$ cat src/rtl/axilite_pkg.sv
// Shared types and constants for the single-outstanding AXI4-Lite master.
package axilite_pkg;

    typedef enum logic [2:0] {
        IDLE,
        WR_AW_W,
        WR_B,
        RD_AR,
        RD_R
    } axilite_state_e;

    localparam logic [1:0] RESP_OKAY   = 2'b00;
    localparam logic [1:0] RESP_EXOKAY = 2'b01;
    localparam logic [1:0] RESP_SLVERR = 2'b10;
    localparam logic [1:0] RESP_DECERR = 2'b11;

    localparam logic [1:0] TIMEOUT_RESP = RESP_SLVERR;

endpackage

$ cat src/rtl/axilite_timeout_cnt.sv
// Per-phase wait counter; expire_o is high during the last allowed cycle of a phase.
module axilite_timeout_cnt #(
    parameter int TIMEOUT_CYCLES = 16
) (
    input  logic clk_i,
    input  logic rst_i,
    input  logic clear_i,
    input  logic enable_i,
    output logic expire_o
);
    localparam int CW = (TIMEOUT_CYCLES > 2) ? $clog2(TIMEOUT_CYCLES) : 1;
    localparam logic [CW-1:0] LAST = CW'(TIMEOUT_CYCLES - 1);

    logic [CW-1:0] cnt_q, cnt_d;

    assign expire_o = (cnt_q == LAST);

    always_comb begin
        cnt_d = cnt_q;
        if (clear_i) begin
            cnt_d = '0;
        end else if (enable_i && !expire_o) begin
            cnt_d = cnt_q + 1'b1;
        end
    end

    always_ff @(posedge clk_i or posedge rst_i) begin
        if (rst_i) begin
            cnt_q <= '0;
        end else begin
            cnt_q <= cnt_d;
        end
    end

endmodule

$ cat src/rtl/axilite_master_fsm.sv
// Single-outstanding AXI4-Lite master: one local request -> one AXI-Lite write or read, with per-phase timeout.
// Optional AXI_PROT_EN adds constant m_axi_awprot/m_axi_arprot outputs.
module axilite_master_fsm
    import axilite_pkg::*;
#(
    parameter int ADDR_W         = 32,
    parameter int DATA_W         = 32,
    parameter int TIMEOUT_CYCLES = 16
) (
    input  logic                m_axi_aclk,
    input  logic                m_axi_areset,
    input  logic                new_tx,
    input  logic                wr,
    input  logic [ADDR_W-1:0]   waddr,
    input  logic [ADDR_W-1:0]   raddr,
    input  logic [DATA_W-1:0]   din,
    output logic [DATA_W-1:0]   dout,
    output logic [1:0]          resp,
    output logic                wr_timeout,
    output logic                rd_timeout,
    output logic                m_axi_awvalid,
    input  logic                m_axi_awready,
    output logic [ADDR_W-1:0]   m_axi_awaddr,
    output logic                m_axi_wvalid,
    input  logic                m_axi_wready,
    output logic [DATA_W-1:0]   m_axi_wdata,
    output logic [DATA_W/8-1:0] m_axi_wstrb,
    input  logic                m_axi_bvalid,
    output logic                m_axi_bready,
    input  logic [1:0]          m_axi_bresp,
    output logic                m_axi_arvalid,
    input  logic                m_axi_arready,
    output logic [ADDR_W-1:0]   m_axi_araddr,
`ifdef AXI_PROT_EN
    output logic [2:0]          m_axi_awprot,
    output logic [2:0]          m_axi_arprot,
`endif
    input  logic                m_axi_rvalid,
    output logic                m_axi_rready,
    input  logic [DATA_W-1:0]   m_axi_rdata,
    input  logic [1:0]          m_axi_rresp
);
    localparam int STRB_W = DATA_W / 8;

    axilite_state_e    state_q, state_d;
    logic              awvalid_q, awvalid_d, wvalid_q, wvalid_d, bready_q, bready_d;
    logic              arvalid_q, arvalid_d, rready_q, rready_d;
    logic [ADDR_W-1:0] awaddr_q, awaddr_d, araddr_q, araddr_d;
    logic [DATA_W-1:0] wdata_q, wdata_d, dout_q, dout_d;
    logic [STRB_W-1:0] wstrb_q, wstrb_d;
    logic [1:0]        resp_q, resp_d;
    logic              wr_to_q, wr_to_d, rd_to_q, rd_to_d;
    logic              expire, cnt_clear;

    // A channel counts as done once its valid has dropped or is handshaking now.
    logic aw_done, w_done, b_hs, ar_hs, r_hs;
    assign aw_done = !awvalid_q || m_axi_awready;
    assign w_done  = !wvalid_q  || m_axi_wready;
    assign b_hs    = bready_q && m_axi_bvalid;
    assign ar_hs   = arvalid_q && m_axi_arready;
    assign r_hs    = rready_q && m_axi_rvalid;

    assign cnt_clear = (state_q == IDLE) || (state_d != state_q);

    axilite_timeout_cnt #(.TIMEOUT_CYCLES(TIMEOUT_CYCLES)) u_timeout_cnt (
        .clk_i    (m_axi_aclk),
        .rst_i    (m_axi_areset),
        .clear_i  (cnt_clear),
        .enable_i (state_q != IDLE),
        .expire_o (expire)
    );

    always_comb begin
        state_d   = state_q;
        awvalid_d = awvalid_q;
        wvalid_d  = wvalid_q;
        bready_d  = bready_q;
        arvalid_d = arvalid_q;
        rready_d  = rready_q;
        awaddr_d  = awaddr_q;
        araddr_d  = araddr_q;
        wdata_d   = wdata_q;
        wstrb_d   = wstrb_q;
        dout_d    = dout_q;
        resp_d    = resp_q;
        wr_to_d   = 1'b0;
        rd_to_d   = 1'b0;
        case (state_q)
            IDLE: begin
                if (new_tx) begin
                    if (wr) begin
                        awaddr_d  = waddr;
                        wdata_d   = din;
                        wstrb_d   = '1;
                        awvalid_d = 1'b1;
                        wvalid_d  = 1'b1;
                        bready_d  = 1'b1;
                        state_d   = WR_AW_W;
                    end else begin
                        araddr_d  = raddr;
                        arvalid_d = 1'b1;
                        rready_d  = 1'b1;
                        state_d   = RD_AR;
                    end
                end
            end
            WR_AW_W, WR_B: begin
                if (b_hs) begin
                    resp_d    = m_axi_bresp;
                    awvalid_d = 1'b0;
                    wvalid_d  = 1'b0;
                    bready_d  = 1'b0;
                    state_d   = IDLE;
                end else if (state_q == WR_AW_W && aw_done && w_done) begin
                    awvalid_d = 1'b0;
                    wvalid_d  = 1'b0;
                    state_d   = WR_B;
                end else if (expire) begin
                    awvalid_d = 1'b0;
                    wvalid_d  = 1'b0;
                    bready_d  = 1'b0;
                    resp_d    = TIMEOUT_RESP;
                    wr_to_d   = 1'b1;
                    state_d   = IDLE;
                end else begin
                    if (awvalid_q && m_axi_awready) awvalid_d = 1'b0;
                    if (wvalid_q && m_axi_wready)   wvalid_d  = 1'b0;
                end
            end
            RD_AR, RD_R: begin
                // R may arrive in the same cycle as the AR handshake.
                if (r_hs) begin
                    dout_d    = m_axi_rdata;
                    resp_d    = m_axi_rresp;
                    arvalid_d = 1'b0;
                    rready_d  = 1'b0;
                    state_d   = IDLE;
                end else if (state_q == RD_AR && ar_hs) begin
                    arvalid_d = 1'b0;
                    state_d   = RD_R;
                end else if (expire) begin
                    arvalid_d = 1'b0;
                    rready_d  = 1'b0;
                    resp_d    = TIMEOUT_RESP;
                    rd_to_d   = 1'b1;
                    state_d   = IDLE;
                end
            end
            default: state_d = IDLE;
        endcase
    end

    always_ff @(posedge m_axi_aclk or posedge m_axi_areset) begin
        if (m_axi_areset) begin
            state_q   <= IDLE;
            awvalid_q <= 1'b0;
            wvalid_q  <= 1'b0;
            bready_q  <= 1'b0;
            arvalid_q <= 1'b0;
            rready_q  <= 1'b0;
            awaddr_q  <= '0;
            araddr_q  <= '0;
            wdata_q   <= '0;
            wstrb_q   <= '0;
            dout_q    <= '0;
            resp_q    <= RESP_OKAY;
            wr_to_q   <= 1'b0;
            rd_to_q   <= 1'b0;
        end else begin
            state_q   <= state_d;
            awvalid_q <= awvalid_d;
            wvalid_q  <= wvalid_d;
            bready_q  <= bready_d;
            arvalid_q <= arvalid_d;
            rready_q  <= rready_d;
            awaddr_q  <= awaddr_d;
            araddr_q  <= araddr_d;
            wdata_q   <= wdata_d;
            wstrb_q   <= wstrb_d;
            dout_q    <= dout_d;
            resp_q    <= resp_d;
            wr_to_q   <= wr_to_d;
            rd_to_q   <= rd_to_d;
        end
    end

    assign m_axi_awvalid = awvalid_q;
    assign m_axi_awaddr  = awaddr_q;
    assign m_axi_wvalid  = wvalid_q;
    assign m_axi_wdata   = wdata_q;
    assign m_axi_wstrb   = wstrb_q;
    assign m_axi_bready  = bready_q;
    assign m_axi_arvalid = arvalid_q;
    assign m_axi_araddr  = araddr_q;
    assign m_axi_rready  = rready_q;
    assign dout          = dout_q;
    assign resp          = resp_q;
    assign wr_timeout    = wr_to_q;
    assign rd_timeout    = rd_to_q;
`ifdef AXI_PROT_EN
    // Unprivileged, secure, data access.
    assign m_axi_awprot  = 3'b000;
    assign m_axi_arprot  = 3'b000;
`endif

endmodule

$ cat config.mk
export PLATFORM = sky130hd
export DESIGN_NAME = axilite_master_fsm
export DESIGN_NICKNAME = d
export VERILOG_FILES = /design/src/rtl/axilite_pkg.sv /design/src/rtl/axilite_timeout_cnt.sv /design/src/rtl/axilite_master_fsm.sv
export SDC_FILE = /design/constraint.sdc
export NUM_CORES = 1
export LEC_CHECK = 0
export ABC_AREA = 1
export BUFFER_PORTS_ARGS = -buffer_cell sky130_fd_sc_hd__buf_4
export CAP_MARGIN = 25
export CORE_ASPECT_RATIO = 0.7
export CORE_MARGIN = 2
export CORE_UTILIZATION = 46
export DETAILED_ROUTE_END_ITERATION = 6
export PLACE_DENSITY = 0.79
export SETUP_SLACK_MARGIN = 0.1
export SLEW_MARGIN = 40
export SYNTH_ARGS = -nofsm -noshare
export SYNTH_HDL_FRONTEND = slang
export SYNTH_SLANG_ARGS = --single-unit
$ cat constraint.sdc
create_clock -name m_axi_aclk -period 5.4 [get_ports m_axi_aclk]
set_input_delay 0.54 -clock m_axi_aclk [delete_from_list [all_inputs] [get_ports m_axi_aclk]]
set_output_delay 0.54 -clock m_axi_aclk [all_outputs]
set_load 0.05 [all_outputs]
Word level (Yosys, flattened, before mapping)
Cells that the tools add are included.

word-level totals
  register bits = 145
  latch bits = 0
  RAM bits = 0
  bits in read-only memories = 0
  output and inout bits = 141
  memories kept = 0

cells by class
  add/subtract/negate cells = 1
  $mul = 0
  div/mod/pow operators = 0
  $lt $le $gt $ge = 0
  eq/ne operators = 16
  shift-type cells = 0
  mux-type cells = 47
  bitwise logic cells = 1
  reductions and logical operators = 32

operators by type and width
  cell                   count
  $mux W1                26
  $mux W3                6
  $mux W2                6
  $reduce_and A4 Y1      3
  $ne A5 B4 Y1 const B   2
  $pmux W1 S2            5
  $reduce_and A5 Y1      2
  $logic_and A1 B1 Y1    9
  $pmux W3 S3            1
  $reduce_and A3 Y1      3
  $mux W4                2
  $reduce_bool A2 Y1     4
  $eq A3 B2 Y1 const B   2
  $ne A2 B2 Y1 const B   3
  $ne A3 B2 Y1 const B   2
  $ne A3 B3 Y1 const B   2
  $add A4 B1 Y4 const B  1
  $eq A4 B4 Y1 const B   1
  $ne A4 B3 Y1 const B   1
  $pmux W2 S2            1
  $reduce_or A2 Y1       2
  $eq A3 B1 Y1 const B   1
  $eq A3 B3 Y1 const B   1
  $logic_not A1 Y1       3
  6 further kinds        8

Logic depth before layout (Yosys ltp)
  word-level depth = 10
  gate-level depth with buffers = 9

Hierarchy
A second synthesis with hierarchy kept.

second synthesis, totals
  cells, all modules = 571
  area, all modules = 5,908.2 sq um

modules (own cells, without submodules)
  module               times used  cells an instance  area an instance (sq um)  sequential area each (sq um)
  axilite_master_fsm   1           541                5,679.2                   3,528.4
  axilite_timeout_cnt  1           30                 229.0                     100.1

Least setup slack after synthesis
Ideal clock, no wire load.

  path type = flip-flop to flip-flop
  from = reg rready_q, in the netlist m_axi_rready
  to = reg dout_q[0], in the netlist dout[0]
  data arrival time = 1,500 ps
  slack = 3,774 ps
  stages on the path, launching flop included = 6
  buffers on the path = 1
  period minus slack after synthesis = 1,626 ps
  path through = dfrtp_1 nand2_1 inv_1 nand2_4 buf_6 mux2_4

on the way
  cells in the longest elaborated chain, start to end = 2

RTL lines
  item                         RTL line                   RTL
  start: declaration           axilite_master_fsm.sv:47   logic arvalid_q, arvalid_d, rready_q, rready_d;
  start signal: assignment     axilite_master_fsm.sv:175  rready_q <= rready_d;
  $logic_and A1 B1 Y1          axilite_master_fsm.sv:61   assign r_hs = rready_q && m_axi_rvalid;
  $reduce_and A2 Y1 (no line)  n/a
  end signal: assignment       axilite_master_fsm.sv:180  dout_q <= dout_d;
  end: declaration             axilite_master_fsm.sv:49   logic [DATA_W-1:0] wdata_q, wdata_d, dout_q, dout_d;

Every way passes these cells.
A chain may end at the register's enable or synchronous reset.

Worst setup path in the final report
  from = reg state_q[0]
  to = reg arvalid_q, in the netlist m_axi_arvalid

on the way
  cells in the longest elaborated chain, start to end = 5
  elaborated cells between the ends (all ways) = 13
  classes of those cells = 5 x eq/ne; 3 x mux; 5 x reduce/logical

RTL lines
  item                      RTL line                                             RTL
  start: declaration        axilite_master_fsm.sv:45                             axilite_state_e state_q, state_d;
  start signal: assignment  axilite_master_fsm.sv:170                            state_q <= state_d;
  $eq A3 B2 Y1              axilite_master_fsm.sv:88, axilite_master_fsm.sv:138
  $logic_and A1 B1 Y1       axilite_master_fsm.sv:138                            end else if (state_q == RD_AR && ar_hs) begin
  $mux W1                   axilite_master_fsm.sv:138
  $mux W1                   axilite_master_fsm.sv:132                            if (r_hs) begin
  $pmux W1 S2               axilite_master_fsm.sv:88                             case (state_q)
  end signal: assignment    axilite_master_fsm.sv:174                            arvalid_q <= arvalid_d;
  end: declaration          axilite_master_fsm.sv:47

Several ways; a longest one is shown, not always the timed one.

==> impl_metrics.ini <==
[timing]
skew_ns = 0.00901
slew_viol_final = 0
worstMarginPinSlew_ns = 0.688
hold_violations = 0
max_freq_mhz = 415
fin_hold_ws_ns = 0.191
tns_ns = 0
fin_crit_ns = 2.41
setup_viol = 0
slew_headroom_pct = 54.1
finalCritPeriodShare_pct = 44.6
grt_setup_unrepaired = no

[logic_synthesis]
netlist_instances = 467
synth_top_flop_cell = dfrtp_1
ys_warn_count = 0
ys_ff_latch = 145
syn-num-nets = 609
ys_top_cells_by_count = dfrtp_1 (145), nand2_1 (119), mux2_2 (50)
synth.most_common_cell = dfrtp_1
synth_area_um2 = 5930
synthDistinctLibCells = 32
yosysSeqAreaShare_pct = 61.2
async_flop_share_pct = 100
synth_top_area_share_pct = 61.2
yosysTopAreaCell = dfrtp_1
synth_edf_count = 0
avgSynthCellArea_um2 = 12.7
yosys-top-cells-area = dfrtp_1 (61%), mux2_4 (12%), mux2_2 (9.5%), nand2_1 (7.5%), inv_1 (1.2%)

[clock_tree]
clk_pin_slew_ns = 0.06
post-cts-setup-buffer-count = 0
cts_buffers = 17
clockBufferDepth = 2
clk_latency_ns = 0.41
cts_hold_buf = 0
ctsRootBufferMaster = clkbuf_16
cts_tree = yes
cts_repair_resize_count = 0
clkSinkCount = 145
cts.htree.levels = 4

[routing]
first_iter_violations = 178
drt_first_pass_iters = 6
vias_per_cell = 4.91
ant_nets = 0
avgRoutedWirePerCell_um = 16.4
drcViolationCount = 0
drt_wl_total_um = 15100
via_count = 4529

[setup_path]
cp-start-kind = flop
crit_chain = inv_2 -> nand2_2 -> nor2_4 -> nand3_2 -> inv_2 -> o21ai_0 -> nand2_1 -> nand2_1
crit_slowest_cell = inv_2
arrival_ns = 2.68
cpLargestDelayFamily = simple AND/OR/NAND/NOR gates
slowest_delay_ns = 0.67
worstSetupPathType = flop to flop
crit_fanout = 35
cp.buffers_inverters = 2
cp-end-kind = flop
required_ns = 5.67

[global_routing]
grt_pass1_wl_um = 24400
use_met1_pct = 26.6
busiest_layer = met2
grt_max_degree = 91
antenna_found_initial = 0
grt_usage_pct = 22.2
overflow = 0
use_met3_pct = 7.97
met2_usage_pct = 37.9
grt_pass1_vias = 4820

[floorplan]
dieArea_um2 = 13800
row_count = 34
io_pins = 282
die_h_um = 99.0
die_w_um = 140
core_area_um2 = 12500
start_util_pct = 47.4

[outcome]
outcome = finished clean

[power]
power_density_nw_per_um2 = 783
power_leakage_nw = 4.65
vdd_drop_max_v = 0.000623

[layout]
n_fill_cell = 930
final-seq-area_um2 = 3630
syn_to_final_growth_pct = 47.3
final_nets = 892
multi_input_area_um2 = 2080
drive_gt1_share_pct = 55.6
instances_no_fill = 923
fin_util_pct = 69.9
diodes = 0

[run]
maxCapViolCount = 0

[worst_hold_path]
min_path_type = primary input to asynchronous set/reset pin

[placement]
dp_hpwl_um = 11300
portBuffers = 281
gp_congestion = 0.855
dp.cells = 893
[worst register-to-register path: stages, from the launching register on]
cell	delay, ns
dfrtp_1	0.44
inv_2	0.08
nand2_2	0.09
nor2_4	0.17
nand3_2	0.56
inv_2	0.67
o21ai_0	0.15
nand2_1	0.08
nand2_1	0.04
[metal layers]
metal	vias to the layer above	share of wire, %
met5	-	0
met4	0	2.2
met3	29	8.8
met2	200	50
met1	2193	39
li1	2107	-
[kinds of logic after synthesis]
| family | Yosys count | synth area share (%) |
|---|---|---|
| muxes | 96 | 21.1 |
| xor gates and xnor gates | 2 | 0.295 |
| and+or+nand+nor | 157 | 11.3 |
| buffers and inverters | 43 | 3.86 |
| AOI/OAI and AO/OA | 23 | 2.09 |
| DFF | 145 | 61.2 |
| adders and majority gates | 1 | 0.211 |
[sequential cells by signal (all words and copies together) (netlist names), 2 cells and up]
| register | cells |
|---|---|
| u_timeout_cnt.cnt_q | 4 |
| state_q | 3 |
| m_axi_wdata | 32 |
| resp | 2 |
| m_axi_araddr | 32 |
| m_axi_awaddr | 32 |
| dout | 32 |
[metrics by stage]
step | setup slack, ns | power [mW] | cell area [um^2]
floorplan | 0.965 | 4.52 | 5930
global placement | 2.67 | 5.61 | 8130
detailed placement | 2.62 | 5.70 | 8150
CTS | 2.67 | 6.89 | 8740
global route | 2.71 | 7.15 | 8740
finish | 2.99 | 6.84 | 8740
[worst paths after layout]
kind / cells after the start / end / from / slack [ns]
hold / removal: 2 / m_axi_awaddr[3] / m_axi_areset / 0.19
max in group asynchronous: 3 / m_axi_awaddr[8] / m_axi_areset / 4.05
setup / recovery: 8 / m_axi_arvalid / state_q[0] / 2.99
min in group m_axi_aclk: 3 / m_axi_araddr[15] / raddr[15] / 0.32
setup reg to reg: 8 / m_axi_arvalid / state_q[0] / 2.99
hold reg to reg: 1 / u_timeout_cnt.cnt_q[0] / u_timeout_cnt.cnt_q[0] / 0.47
[layout make-up]
| class | count | share of cell area, % |
|---|---|---|
| clock buffers | 18 | 4.91 |
| clock inverters | 12 | 1.83 |
| inverters | 24 | 1.15 |
| multi-input cells | 279 | 23.8 |
| flip-flops and latches | 145 | 41.5 |
| well taps | 162 | 2.32 |
| repair buffers | 283 | 24.4 |
[power by group]
group	switching [mW]	internal, mW
clock network	0.444	0.725
registers	0.316	1.61
logic	2.50	1.25
total	3.26	3.58
[cell usage in the layout (no fill, tap or decap), types with 2 or more instances in the layout]
| cell type | instances |
|---|---|
| buf_4 | 282 |
| dfrtp_1 | 145 |
| nand2_1 | 119 |
| mux2_2 | 50 |
| mux2_4 | 46 |
| inv_1 | 18 |
| clkbuf_16 | 17 |
| nand3_1 | 12 |
| nor2_1 | 11 |
| o21ai_0 | 10 |
| a21oi_1 | 8 |
| inv_2 | 4 |
| clkinvlp_4 | 4 |
| nand4_1 | 3 |
| bufinv_16 | 3 |
| inv_6 | 3 |
| nand2_2 | 2 |
| nor2_4 | 2 |
| nand2_4 | 2 |
| nor3_1 | 2 |
| o211ai_1 | 2 |
No activity file was read; power rests on OpenSTA's default activity.
